$ cat src/rtl/scope_frame_uart_tx.sv
// Multi-channel ADC snapshot framer: on each sample event captures all channels plus the
// enable mask and sends HEADER, mask, enabled samples and a checksum over an 8N1 UART.
module scope_frame_uart_tx #(
    parameter int unsigned CLK_FREQ      = 50_000_000,
    parameter int unsigned BAUD          = 9600,
    parameter int unsigned NUM_CH        = 4,
    parameter int unsigned SAMPLE_PERIOD = 50_000_000,
    parameter logic [7:0]  HEADER        = 8'hA5
) (
    input  logic                Clk,
    input  logic                Reset,
    input  logic [NUM_CH*8-1:0] Data,
    input  logic [NUM_CH-1:0]   Ch_en,
    input  logic                Trig,
    input  logic                Clr_ovr,
    output logic                uart_tx,
    output logic                Busy,
    output logic                Frame_done,
    output logic                Overrun,
    output logic                Led
);

    localparam int unsigned BAUD_DIV = CLK_FREQ / BAUD;
    localparam int unsigned BW       = $clog2(BAUD_DIV + 1);
    localparam int unsigned SW       = $clog2(SAMPLE_PERIOD);
    localparam int unsigned CW       = (NUM_CH > 1) ? $clog2(NUM_CH) : 1;

    typedef enum logic [1:0] {StIdle, StStart, StData, StStop} state_e;
    typedef enum logic [1:0] {SeqHdr, SeqMask, SeqSamp, SeqCsum} seq_e;

    state_e              state_q, state_d;
    seq_e                seq_q, seq_d;
    logic [SW-1:0]       samp_cnt_q, samp_cnt_d;
    logic [BW-1:0]       baud_cnt_q, baud_cnt_d;
    logic [2:0]          bit_idx_q, bit_idx_d;
    logic [7:0]          shift_q, shift_d;
    logic [7:0]          csum_q, csum_d;
    logic [NUM_CH*8-1:0] data_q, data_d;
    logic [NUM_CH-1:0]   mask_q, mask_d;
    logic [CW-1:0]       ch_q, ch_d;
    logic                tx_q, tx_d;
    logic                done_q, done_d;
    logic                ovr_q, ovr_d;
    logic                led_q, led_d;

    logic          sample_evt;
    logic          accept;
    logic          bit_end;
    logic          next_found;
    logic [CW-1:0] next_ch;
    logic [7:0]    mask_byte;
    logic [7:0]    next_samp;

    // Lowest enabled channel after the one just sent (or from 0 right after the mask byte).
    always_comb begin
        next_found = 1'b0;
        next_ch    = '0;
        for (int i = 0; i < NUM_CH; i++) begin
            if (!next_found && mask_q[i] && (seq_q == SeqMask || i > int'(ch_q))) begin
                next_found = 1'b1;
                next_ch    = CW'(i);
            end
        end
    end

    always_comb begin
        mask_byte               = '0;
        mask_byte[NUM_CH-1:0]   = mask_q;
        next_samp               = data_q[{next_ch, 3'b000} +: 8];
    end

    always_comb begin
        state_d    = state_q;
        seq_d      = seq_q;
        baud_cnt_d = baud_cnt_q;
        bit_idx_d  = bit_idx_q;
        shift_d    = shift_q;
        csum_d     = csum_q;
        data_d     = data_q;
        mask_d     = mask_q;
        ch_d       = ch_q;
        tx_d       = tx_q;
        done_d     = 1'b0;
        ovr_d      = ovr_q;
        led_d      = led_q;

        samp_cnt_d = (samp_cnt_q == SW'(SAMPLE_PERIOD - 1)) ? '0 : samp_cnt_q + 1'b1;
        sample_evt = Trig || (samp_cnt_q == SW'(SAMPLE_PERIOD - 1));
        // The Frame_done cycle still counts as busy, so no frame starts there.
        accept     = sample_evt && (state_q == StIdle) && !done_q;

        if (sample_evt && !accept) begin
            ovr_d = 1'b1;
        end else if (Clr_ovr) begin
            ovr_d = 1'b0;
        end

        bit_end    = (baud_cnt_q == BW'(BAUD_DIV - 1));
        baud_cnt_d = bit_end ? '0 : baud_cnt_q + 1'b1;

        case (state_q)
            StIdle: begin
                baud_cnt_d = '0;
                if (accept) begin
                    data_d  = Data;
                    mask_d  = Ch_en;
                    state_d = StStart;
                    seq_d   = SeqHdr;
                    shift_d = HEADER;
                    csum_d  = '0;
                    ch_d    = '0;
                    tx_d    = 1'b0;
                end
            end
            StStart: begin
                if (bit_end) begin
                    state_d   = StData;
                    bit_idx_d = '0;
                    tx_d      = shift_q[0];
                    shift_d   = shift_q >> 1;
                end
            end
            StData: begin
                if (bit_end) begin
                    if (bit_idx_q == 3'd7) begin
                        state_d = StStop;
                        tx_d    = 1'b1;
                    end else begin
                        bit_idx_d = bit_idx_q + 3'd1;
                        tx_d      = shift_q[0];
                        shift_d   = shift_q >> 1;
                    end
                end
            end
            StStop: begin
                if (bit_end) begin
                    if (seq_q == SeqCsum) begin
                        state_d = StIdle;
                        tx_d    = 1'b1;
                        done_d  = 1'b1;
                        led_d   = ~led_q;
                    end else begin
                        state_d = StStart;
                        tx_d    = 1'b0;
                        case (seq_q)
                            SeqHdr: begin
                                seq_d   = SeqMask;
                                shift_d = mask_byte;
                                csum_d  = mask_byte;
                            end
                            SeqMask, SeqSamp: begin
                                if (next_found) begin
                                    seq_d   = SeqSamp;
                                    ch_d    = next_ch;
                                    shift_d = next_samp;
                                    csum_d  = csum_q + next_samp;
                                end else begin
                                    seq_d   = SeqCsum;
                                    shift_d = csum_q;
                                end
                            end
                            default: ;
                        endcase
                    end
                end
            end
            default: state_d = StIdle;
        endcase
    end

    always_ff @(posedge Clk) begin
        if (Reset) begin
            state_q    <= StIdle;
            seq_q      <= SeqHdr;
            samp_cnt_q <= '0;
            baud_cnt_q <= '0;
            bit_idx_q  <= '0;
            shift_q    <= '0;
            csum_q     <= '0;
            data_q     <= '0;
            mask_q     <= '0;
            ch_q       <= '0;
            tx_q       <= 1'b1;
            done_q     <= 1'b0;
            ovr_q      <= 1'b0;
            led_q      <= 1'b0;
        end else begin
            state_q    <= state_d;
            seq_q      <= seq_d;
            samp_cnt_q <= samp_cnt_d;
            baud_cnt_q <= baud_cnt_d;
            bit_idx_q  <= bit_idx_d;
            shift_q    <= shift_d;
            csum_q     <= csum_d;
            data_q     <= data_d;
            mask_q     <= mask_d;
            ch_q       <= ch_d;
            tx_q       <= tx_d;
            done_q     <= done_d;
            ovr_q      <= ovr_d;
            led_q      <= led_d;
        end
    end

    assign uart_tx    = tx_q;
    assign Busy       = (state_q != StIdle);
    assign Frame_done = done_q;
    assign Overrun    = ovr_q;
    assign Led        = led_q;

endmodule

$ cat config.mk
export PLATFORM = sky130hd
export DESIGN_NAME = scope_frame_uart_tx
export DESIGN_NICKNAME = d
export VERILOG_FILES = /design/src/rtl/scope_frame_uart_tx.sv
export SDC_FILE = /design/constraint.sdc
export NUM_CORES = 1
export LEC_CHECK = 0
export BUFFER_PORTS_ARGS = -buffer_cell sky130_fd_sc_hd__buf_2
export CORE_MARGIN = 2
export CORE_UTILIZATION = 45
export CTS_CLUSTER_DIAMETER = 200
export DETAILED_ROUTE_END_ITERATION = 8
export HOLD_SLACK_MARGIN = 0.05
export SLEW_MARGIN = 15
export SYNTH_ARGS = -nofsm -noshare
export SYNTH_HDL_FRONTEND = slang
export SYNTH_SLANG_ARGS = --single-unit
$ cat constraint.sdc
create_clock -name Clk -period 4.25 [get_ports Clk]
set_input_delay 1.275 -clock Clk [delete_from_list [all_inputs] [get_ports Clk]]
set_output_delay 1.275 -clock Clk [all_outputs]
set_load 0.02 [all_outputs]
# Word-level counts from Yosys, hierarchy flattened
# Index checks and enable logic that the tools add are counted.
[totals]
in_bits = 40
out_inout_bits = 5
latch_bits = 0
register_bits = 104
n_memories = 0
ramBits = 0
wordCells = 136
romBits = 0
[op_classes]
shift = 1
reduce_logical = 38
n_eq_ne = 20
bitwise_logic = 3
mux = 53
mul = 0
add_sub_neg = 4
order_cmp = 3
div = 0
[op_table]
columns = ["cell", "n"]
rows = [
  ["2-to-1 mux 8 bit", 11],
  ["one-hot mux 8 bit (2 select lines)", 3],
  ["one-hot mux 8 bit (4 select lines)", 1],
  ["variable part select 32 x 6 -> 8 bit", 1],
  ["2-to-1 mux 2 bit", 14],
  ["adder 26 x 1 -> 26 bit, second input constant", 1],
  ["== test 26 bit, second input constant", 1],
  ["!= test 2 bit, second input constant", 9],
  ["2-to-1 mux 1 bit", 15],
  ["adder 13 x 1 -> 13 bit, second input constant", 1],
  ["== test 13 bit, second input constant", 1],
  ["one-hot mux 2 bit (2 select lines)", 3],
  ["AND reduction 6 bit", 2],
  ["logical AND 1 bit", 10],
  ["AND reduction 5 bit", 2],
  ["2-to-1 mux 3 bit", 3],
  ["adder 8 bit", 1],
  ["== test 2 bit, second input constant", 4],
  ["one-hot mux 2 bit (4 select lines)", 1],
  ["AND reduction 4 bit", 2],
  ["nonzero test 2 bit", 4],
  ["AND reduction 7 bit", 1],
  ["one-hot mux 3 bit (2 select lines)", 1],
  ["OR reduction 3 bit", 2],
  ["other kinds (15)", 28],
]

# Logic depth before layout (Yosys ltp)
# Gate-level depths: netlist (run 1).
[logic_depth]
depth_word = 22
mapped_depth = 17

# Worst setup path before layout (run 1)
# Ideal clock, no wire load.
[synth_path]
kind = "register to register"
start = "register seq_q[1]"
end = "register csum_q[7]"
required_time_ns = 4.176
n_path_buf = 1
arrival_time_ns = 3.412
setup_slack_ns = 0.763
period_less_slack_ns = 3.487
path_stages_with_launch = 16
path_cell_list = "dfxtp_1 -> inv_1 -> ha_1 -> and2_1 -> o22ai_1 -> nand2_1 -> buf_1 -> mux2i_1 -> ha_1 -> a21oi_1 -> a21boi_0 -> o21ai_0 -> o21ai_0 -> and3_1 -> or4b_1 -> a31oi_1"
[synth_via]
elab_chain_cells = 22
[synth_rtl]
columns = ["item", "line_no", "text"]
rows = [
  ["start: declaration", "32", "seq_e seq_q, seq_d;"],
  ["start signal: assignment", "174", "seq_q <= SeqHdr;"],
  ["start signal: assignment", "189", "seq_q <= seq_d;"],
  ["== test 2 x 1 -> 1 bit", "59, 145", ""],
  ["logical AND 1 bit", "59", "if (!next_found && mask_q[i] && (seq_q == SeqMask || i > int'(ch_q))) begin"],
  ["2-to-1 mux 1 bit", "59", ""],
  ["logical NOT 1 bit", "59", ""],
  ["logical AND 1 bit (2 in a row)", "59", ""],
  ["2-to-1 mux 1 bit", "59", ""],
  ["logical NOT 1 bit", "59", ""],
  ["logical AND 1 bit (2 in a row)", "59", ""],
  ["(+4 left out)", "n/a", ""],
  ["2-to-1 mux 2 bit", "59", ""],
  ["variable part select 32 x 6 -> 8 bit", "69", "next_samp = data_q[{next_ch, 3'b000} +: 8];"],
  ["adder 8 bit", "156", "csum_d = csum_q + next_samp;"],
  ["2-to-1 mux 8 bit", "152", "if (next_found) begin"],
  ["one-hot mux 8 bit (2 select lines)", "145", "case (seq_q)"],
  ["2-to-1 mux 8 bit", "137", "if (seq_q == SeqCsum) begin"],
  ["2-to-1 mux 8 bit", "136", "if (bit_end) begin"],
  ["one-hot mux 8 bit (2 select lines)", "101", "case (state_q)"],
  ["end signal: assignment", "194", "csum_q <= csum_d;"],
  ["end: declaration", "37", "logic [7:0] csum_q, csum_d;"],
]
# Parallel ways exist; a longest one is shown, timed or not. The select of a mux whose other input is x is not followed.
# A chain may end at the register's enable or synchronous reset.

# Worst setup path in the final report (run 1)
# Same ends and word-level chain as after synthesis.

==> impl_metrics.env, run 1 <==
export IMPL_track_usage_pct=18.7
export IMPL_status="completed"
export IMPL_netlist_top_cells_area="dfxtp_1, nand2_1, a21oi_1, mux2i_1, nor2_1"
export IMPL_holdCritStartpoint="baud_cnt_q[0]"
export IMPL_syn_area_per_cell_um2=8.22
export IMPL_hold_viol_final=0
export IMPL_fmax_mhz=266
export IMPL_post_place_ws_ns=0.557
export IMPL_peakVddDrop_uv=214
export IMPL_die_area_um2=12200
export IMPL_antenna_found_initial=0
export IMPL_core_area_um2=11000
export IMPL_tns_ns=0
export IMPL_grt_max_degree=65
export IMPL_numCtsBuffers=9
export IMPL_initial_core_util_pct=46.5
export IMPL_worstSetupStartpointType="register"
export IMPL_hold_end="baud_cnt_q[0]"
export IMPL_yosys_area_top_type="dfxtp_1"
export IMPL_synthToLayoutAreaGrowth_pct=12.6
export IMPL_slowest_stage="or4b_1"
export IMPL_grt_pass1_vias=4066
export IMPL_dr_first_iter_drc_count=188
export IMPL_synth_seq_cells=104
export IMPL_clockBufferDepth=2
export IMPL_cts_sinks=104
export IMPL_yosysWarnings=0
export IMPL_place_hpwl_mm=8.15
export IMPL_reg2reg_slack_ns=0.50
export IMPL_hold_buffers=0
export IMPL_first_pass_iters=5
export IMPL_slowest_delay_ns=0.49
export IMPL_p_leak_nw=2.28
export IMPL_worstMarginPinSlew_ns=0.778
export IMPL_worst_setup_path_type="register to register"
export IMPL_setup_slack_ns=0.496
export IMPL_ioPinCount=45
export IMPL_cp_required_ns=4.52
export IMPL_r2r_start="seq_q[1]"
export IMPL_htree_num_levels=3
export IMPL_fp_dieH_um=111
export IMPL_gp_congestion=0.837
export IMPL_worstSkewPairLatency_ns=0.35
export IMPL_path_max_fanout=12
export IMPL_drt_total_wl_mm=11.2
export IMPL_slew_violations=0
export IMPL_num_fill_cells=1029
export IMPL_syn_num_nets=682
export IMPL_hold_class="register to register"
export IMPL_worstHoldPathCells=1
export IMPL_yosysSeqAreaShare_pct=40.7
export IMPL_period_share_pct=88.3
export IMPL_netlist_area_leader_share_pct=40.7
export IMPL_drtAntennaViolNets=0
export IMPL_antennaDiodeCount=0
export IMPL_cts_root_buf="clkbuf_16"
export IMPL_timing_critical_path_cells="inv_1 -> ha_1 -> and2_1 -> o22ai_1 -> nand2_1 -> buf_4 -> mux2i_1 -> ha_1 -> a21oi_1 -> a21boi_0 -> o21ai_0 -> o21ai_0 -> and3_1 -> or4b_1 -> a31oi_1"
export IMPL_vias_per_cell=5.34
export IMPL_powerDensity_nw_per_um2=528
export IMPL_die_width_um=111
export IMPL_crit_path_end_kind="register"
export IMPL_cts_resized=0
export IMPL_grt_first_pass_wirelength_mm=19.3
export IMPL_drive_gt1_share_pct=12.0
export IMPL_synth_cells=622
export IMPL_crit_arrival_ns=4.03
export IMPL_worstReg2RegEnd="csum_q[7]"
export IMPL_synth_most_common_cell="nand2_1"
export IMPL_route_vias_total=4277
export IMPL_ys_flop_type="dfxtp_1"
export IMPL_wl_per_cell_um=14.0
export IMPL_setup_viol=0
export IMPL_maxCapViolations=0
export IMPL_clock_skew_ns=0.00537
export IMPL_io_buffers=44
export IMPL_fin_crit_ns=3.75
export IMPL_netlist_area_um2=5110
export IMPL_async_flop_share_pct=0
export IMPL_synth_edf_count=0
export IMPL_synthTopCellsByCount="nand2_1, dfxtp_1, nor2_1, a21oi_1, nand3_1"
export IMPL_route_detailed_drc=0
export IMPL_grt_setup_unrepaired="false"
export IMPL_nets=717
export IMPL_cts_setup_buffers=0
export IMPL_overflow=0
export IMPL_rr_worst_depth=15
export IMPL_cts_clk_slew_worst_paths_ns=0.07
export IMPL_num_rows=38
export IMPL_cts_tree="done"
export IMPL_maxSlewHeadroom_pct=48.0
export IMPL_synth_distinct_cells=58
[worst max-delay path, delay by kind of cell, from the launching register on]
family,cells,cell delay [ns]
mux,1,0.26
flops,1,0.36
compound gates,6,1.18
simple gates,4,1.00
buf+inv,2,0.29
fa+ha+maj,2,0.59
[sequential cells by signal, indices dropped and copies added (netlist names), 2 cells and up]
| register | count |
|---|---|
| mask_q | 4 |
| baud_cnt_q | 13 |
| samp_cnt_q | 26 |
| data_q | 32 |
| seq_q | 2 |
| state_q | 2 |
| ch_q | 2 |
| csum_q | 8 |
| bit_idx_q | 3 |
| shift_q | 8 |
[through the flow]
stage | total power, W | hold slack (ns) | instances | area (µm²) | utilization (%)
after floorplan | 0.00195 | 0.413 | 622 | 5110 | -
after global placement | 0.00220 | 0.422 | 786 | 5460 | 49.7
after detailed placement | 0.00222 | 0.437 | 786 | 5460 | 49.7
after CTS | 0.00306 | 0.453 | 801 | 5760 | 52.4
after global routing | 0.00324 | 0.477 | 801 | 5760 | 52.4
final | 0.00304 | 0.449 | 801 | 5760 | 52.4
[cell usage in the layout (no fill, tap or decap), types with 3 or more instances in the layout]
master     synthesis  layout
nand2b_1           9       9
a21oi_1           59      59
nand2_1          106     106
nor3_1             9       8
ha_1              19      19
mux2_2             3       3
a222oi_1           3       3
mux2i_1           26      26
a31oi_1            3       3
o32ai_1            3       3
a221o_1            3       3
buf_2              2      44
dfxtp_1          104     104
nand4_1            5       5
nand3_1           29      29
a21o_1             4       4
and3_1             9       9
a221oi_1           4       4
xnor2_1           14      14
inv_1             22      22
clkbuf_16          0       9
or2_2              3       3
and2_1             4       4
buf_4              0       7
nor2b_1            8       8
or3_1              7       7
xor2_1            23      23
o21ai_0           13      13
a211oi_1           4       4
nor2_1            66      66
[how the worst max path moves through the flow]
stage	slack, ns	endpoint	from	cells after the start
6_report	0.50	csum_q[7]	seq_q[1]	15
5_1_grt	0.09	csum_q[7]	seq_q[1]	15
4_1_cts	0.51	csum_q[7]	seq_q[1]	15
3_5_place_dp	0.56	csum_q[7]	seq_q[1]	15
3_3_place_gp	0.74	csum_q[7]	seq_q[1]	15
2_1_floorplan	0.76	csum_q[7]	seq_q[1]	15
[area by class of cell]
cell class	instances	area [µm²]	area share [%]
Sequential cell	104	2080	36.2
Clock buffer	11	243	4.22
Inverter	22	82.6	1.43
Multi-Input combinational cell	469	2850	49.5
Clock inverter	4	53.8	0.935
Tap cell	140	175	3.04
Timing Repair Buffer	51	273	4.74
[power by group]
part | switching (W) | internal, W
logic | 0.000640 | 0.000396
clock network | 0.000368 | 0.000472
registers | 0.0000784 | 0.00109
total | 0.00109 | 0.00195
[layer usage]
metal  global-route usage (%)  wire [µm]  vias to the layer above
li1                         -          -                     2203
met1                     25.3       5600                     1955
met3                     3.24        422                       20
met5                        0          0                        -
met4                     7.42        233                        0
met2                     29.8       4990                       99
[kinds of logic (layout without fill, tap and decap cells)]
logic type               after synthesis  after routing  share of synthesized area (%)
AO/OA/AOI/OAI                        113            113                           13.7
XOR/XNOR                              37             37                           6.34
adder cells (fa/ha/maj)               20             20                           5.04
buffers and inverters                 49             88                           3.65
flip-flops                           104            104                           40.7
multiplexers                          29             29                           5.75
AND/OR/NAND/NOR                      270            270                           24.8
(Power assumes the default switching activity.)
==> inputs of run 2 (changes only) <==
clock period = 3.6 ns   (was 4.25 ns; I/O delays follow)
==> impl_metrics.env, run 2 (synthesis gave the netlist of run 1 again) <==
export IMPL_cts_tree="done"
export IMPL_largest_register_ffs=32
export IMPL_core_area_um2=11000
export IMPL_mostFrequentLayoutCell="nand2_1"
export IMPL_nets=720
export IMPL_route_detailed_drc=0
export IMPL_fmax_mhz=296
export IMPL_htree_num_levels=3
export IMPL_final_cell_mix="nand2_1, dfxtp_1, nor2_1, a21oi_1, buf_2"
export IMPL_maxSlewHeadroom_pct=47.5
export IMPL_die_area_um2=12200
export IMPL_cts_clk_slew_worst_paths_ns=0.07
export IMPL_slowest_delay_ns=0.49
export IMPL_overflow=0
export IMPL_initial_core_util_pct=46.5
export IMPL_tns_ns=0
export IMPL_cp_required_ns=3.88
export IMPL_dr_first_iter_drc_count=253
export IMPL_crit_path_end_kind="register"
export IMPL_first_pass_iters=5
export IMPL_cts_sinks=104
export IMPL_grt_setup_unrepaired="false"
export IMPL_slowest_stage="or4b_1"
export IMPL_hold_buffers=0
export IMPL_drtAntennaViolNets=0
export IMPL_grt_max_degree=65
export IMPL_numCtsBuffers=9
export IMPL_status="completed"
export IMPL_hold_class="register to register"
export IMPL_num_rows=38
export IMPL_cpMostUsedCell="mux2i_1"
export IMPL_route_vias_total=4274
export IMPL_slew_violations=0
export IMPL_num_fill_cells=1036
export IMPL_io_buffers=44
export IMPL_fin_crit_ns=3.38
export IMPL_setup_viol=0
export IMPL_place_hpwl_mm=8.19
export IMPL_grt_pass1_vias=4095
export IMPL_clock_skew_ns=0.00936
export IMPL_drt_total_wl_mm=11.2
export IMPL_peakVddDrop_uv=430
export IMPL_path_max_fanout=7
export IMPL_worstSetupStartpointType="register"
export IMPL_worstSkewPairLatency_ns=0.35
export IMPL_period_share_pct=93.8
export IMPL_worst_setup_path_type="register to register"
export IMPL_cts_root_buf="clkbuf_16"
export IMPL_crit_arrival_ns=3.65
export IMPL_track_usage_pct=19.1
export IMPL_clockBufferDepth=2
export IMPL_vias_per_cell=5.31
export IMPL_gp_congestion=0.916
export IMPL_maxCapViolations=0
export IMPL_dpl_cell_area_um2=5500
export IMPL_antennaDiodeCount=0
export IMPL_ioPinCount=45
export IMPL_p_leak_nw=2.31
export IMPL_hold_viol_final=0
export IMPL_drive_gt1_share_pct=13.4
export IMPL_die_width_um=111
export IMPL_largest_register="data_q"
export IMPL_largestRegisters="data_q (32), samp_cnt_q (26), baud_cnt_q (13)"
export IMPL_wl_per_cell_um=13.9
export IMPL_grt_first_pass_wirelength_mm=19.5
export IMPL_powerDensity_nw_per_um2=620
export IMPL_antenna_found_initial=0
export IMPL_worstMarginPinSlew_ns=0.786
export IMPL_timing_critical_path_cells="inv_1 -> ha_2 -> or3_1 -> nand3_4 -> buf_4 -> mux2i_1 -> mux2i_1 -> ha_1 -> a21o_1 -> a21oi_1 -> o21ai_0 -> and3_1 -> or4b_1 -> a31oi_1"
export IMPL_synthToLayoutAreaGrowth_pct=13.8
export IMPL_design_area_um2=5820
export IMPL_fp_dieH_um=111
==> run 2: path summary, 6_finish.rpt <==
kind	slack [ns]	cells past startpoint	to	start
setup / recovery	0.22	14	csum_q[7]	seq_q[1]
hold / removal	0.45	1	baud_cnt_q[0]	baud_cnt_q[0]
hold reg to reg	0.45	1	baud_cnt_q[0]	baud_cnt_q[0]
setup reg to reg	0.22	14	csum_q[7]	seq_q[1]
==> run 2: final cells by class <==
| cell class | count | area, µm² | area share, % |
|---|---|---|---|
| multi-input cells | 469 | 2880 | 49.4 |
| flip-flops and latches | 104 | 2080 | 35.8 |
| repair buffers | 54 | 308 | 5.29 |
| clock buffers | 10 | 229 | 3.94 |
| well taps | 140 | 175 | 3.01 |
| inverters | 22 | 82.6 | 1.42 |
| clock inverters | 6 | 66.3 | 1.14 |
==> run 2: repair_timing <==
action	4_1_cts	5_1_grt
endpoints found under the setup margin	1	2
gates resized for setup	1	7
cloned	0	0
setup buffers	0	0
==> run 2: critical path: cells and delay by family, from the launching register on <==
kind	cells	cell delay (ns)
flip-flops	1	0.34
buffers and inverters	2	0.26
adder cells (fa/ha/maj)	2	0.57
AO/OA/AOI/OAI	4	0.58
multiplexers	2	0.32
AND/OR/NAND/NOR	4	1.21
==> run 2: per-stage QoR <==
step	hold slack, ns	instances	power (W)	utilization [%]	worst slack [ns]
floorplan	0.413	622	0.00231	-	0.113
global placement	0.422	789	0.00261	50.0	0.197
detailed placement	0.434	789	0.00264	50.0	0.00160
CTS	0.451	805	0.00363	52.8	0.0624
global route	0.474	805	0.00385	53.0	0.0322
finish	0.446	805	0.00361	53.0	0.223
==> run 2: power by group <==
part	internal [W]	leakage [nW]	switching [W]	total (W)
logic	0.000496	1.32	0.000758	0.00125
registers	0.00128	0.846	0.0000950	0.00138
clock network	0.000543	0.147	0.000432	0.000975
total	0.00232	2.31	0.00129	0.00361
==> run 2: layer usage <==
metal	global-route usage [%]	vias up	wire length (µm)	part of all wire [%]
met1	25.3	1961	5470	49
met2	31.2	90	5130	46
met5	0	-	0	0
met4	5.08	0	137	1.2
met3	4.88	11	477	4.3
li1	-	2212	-	-
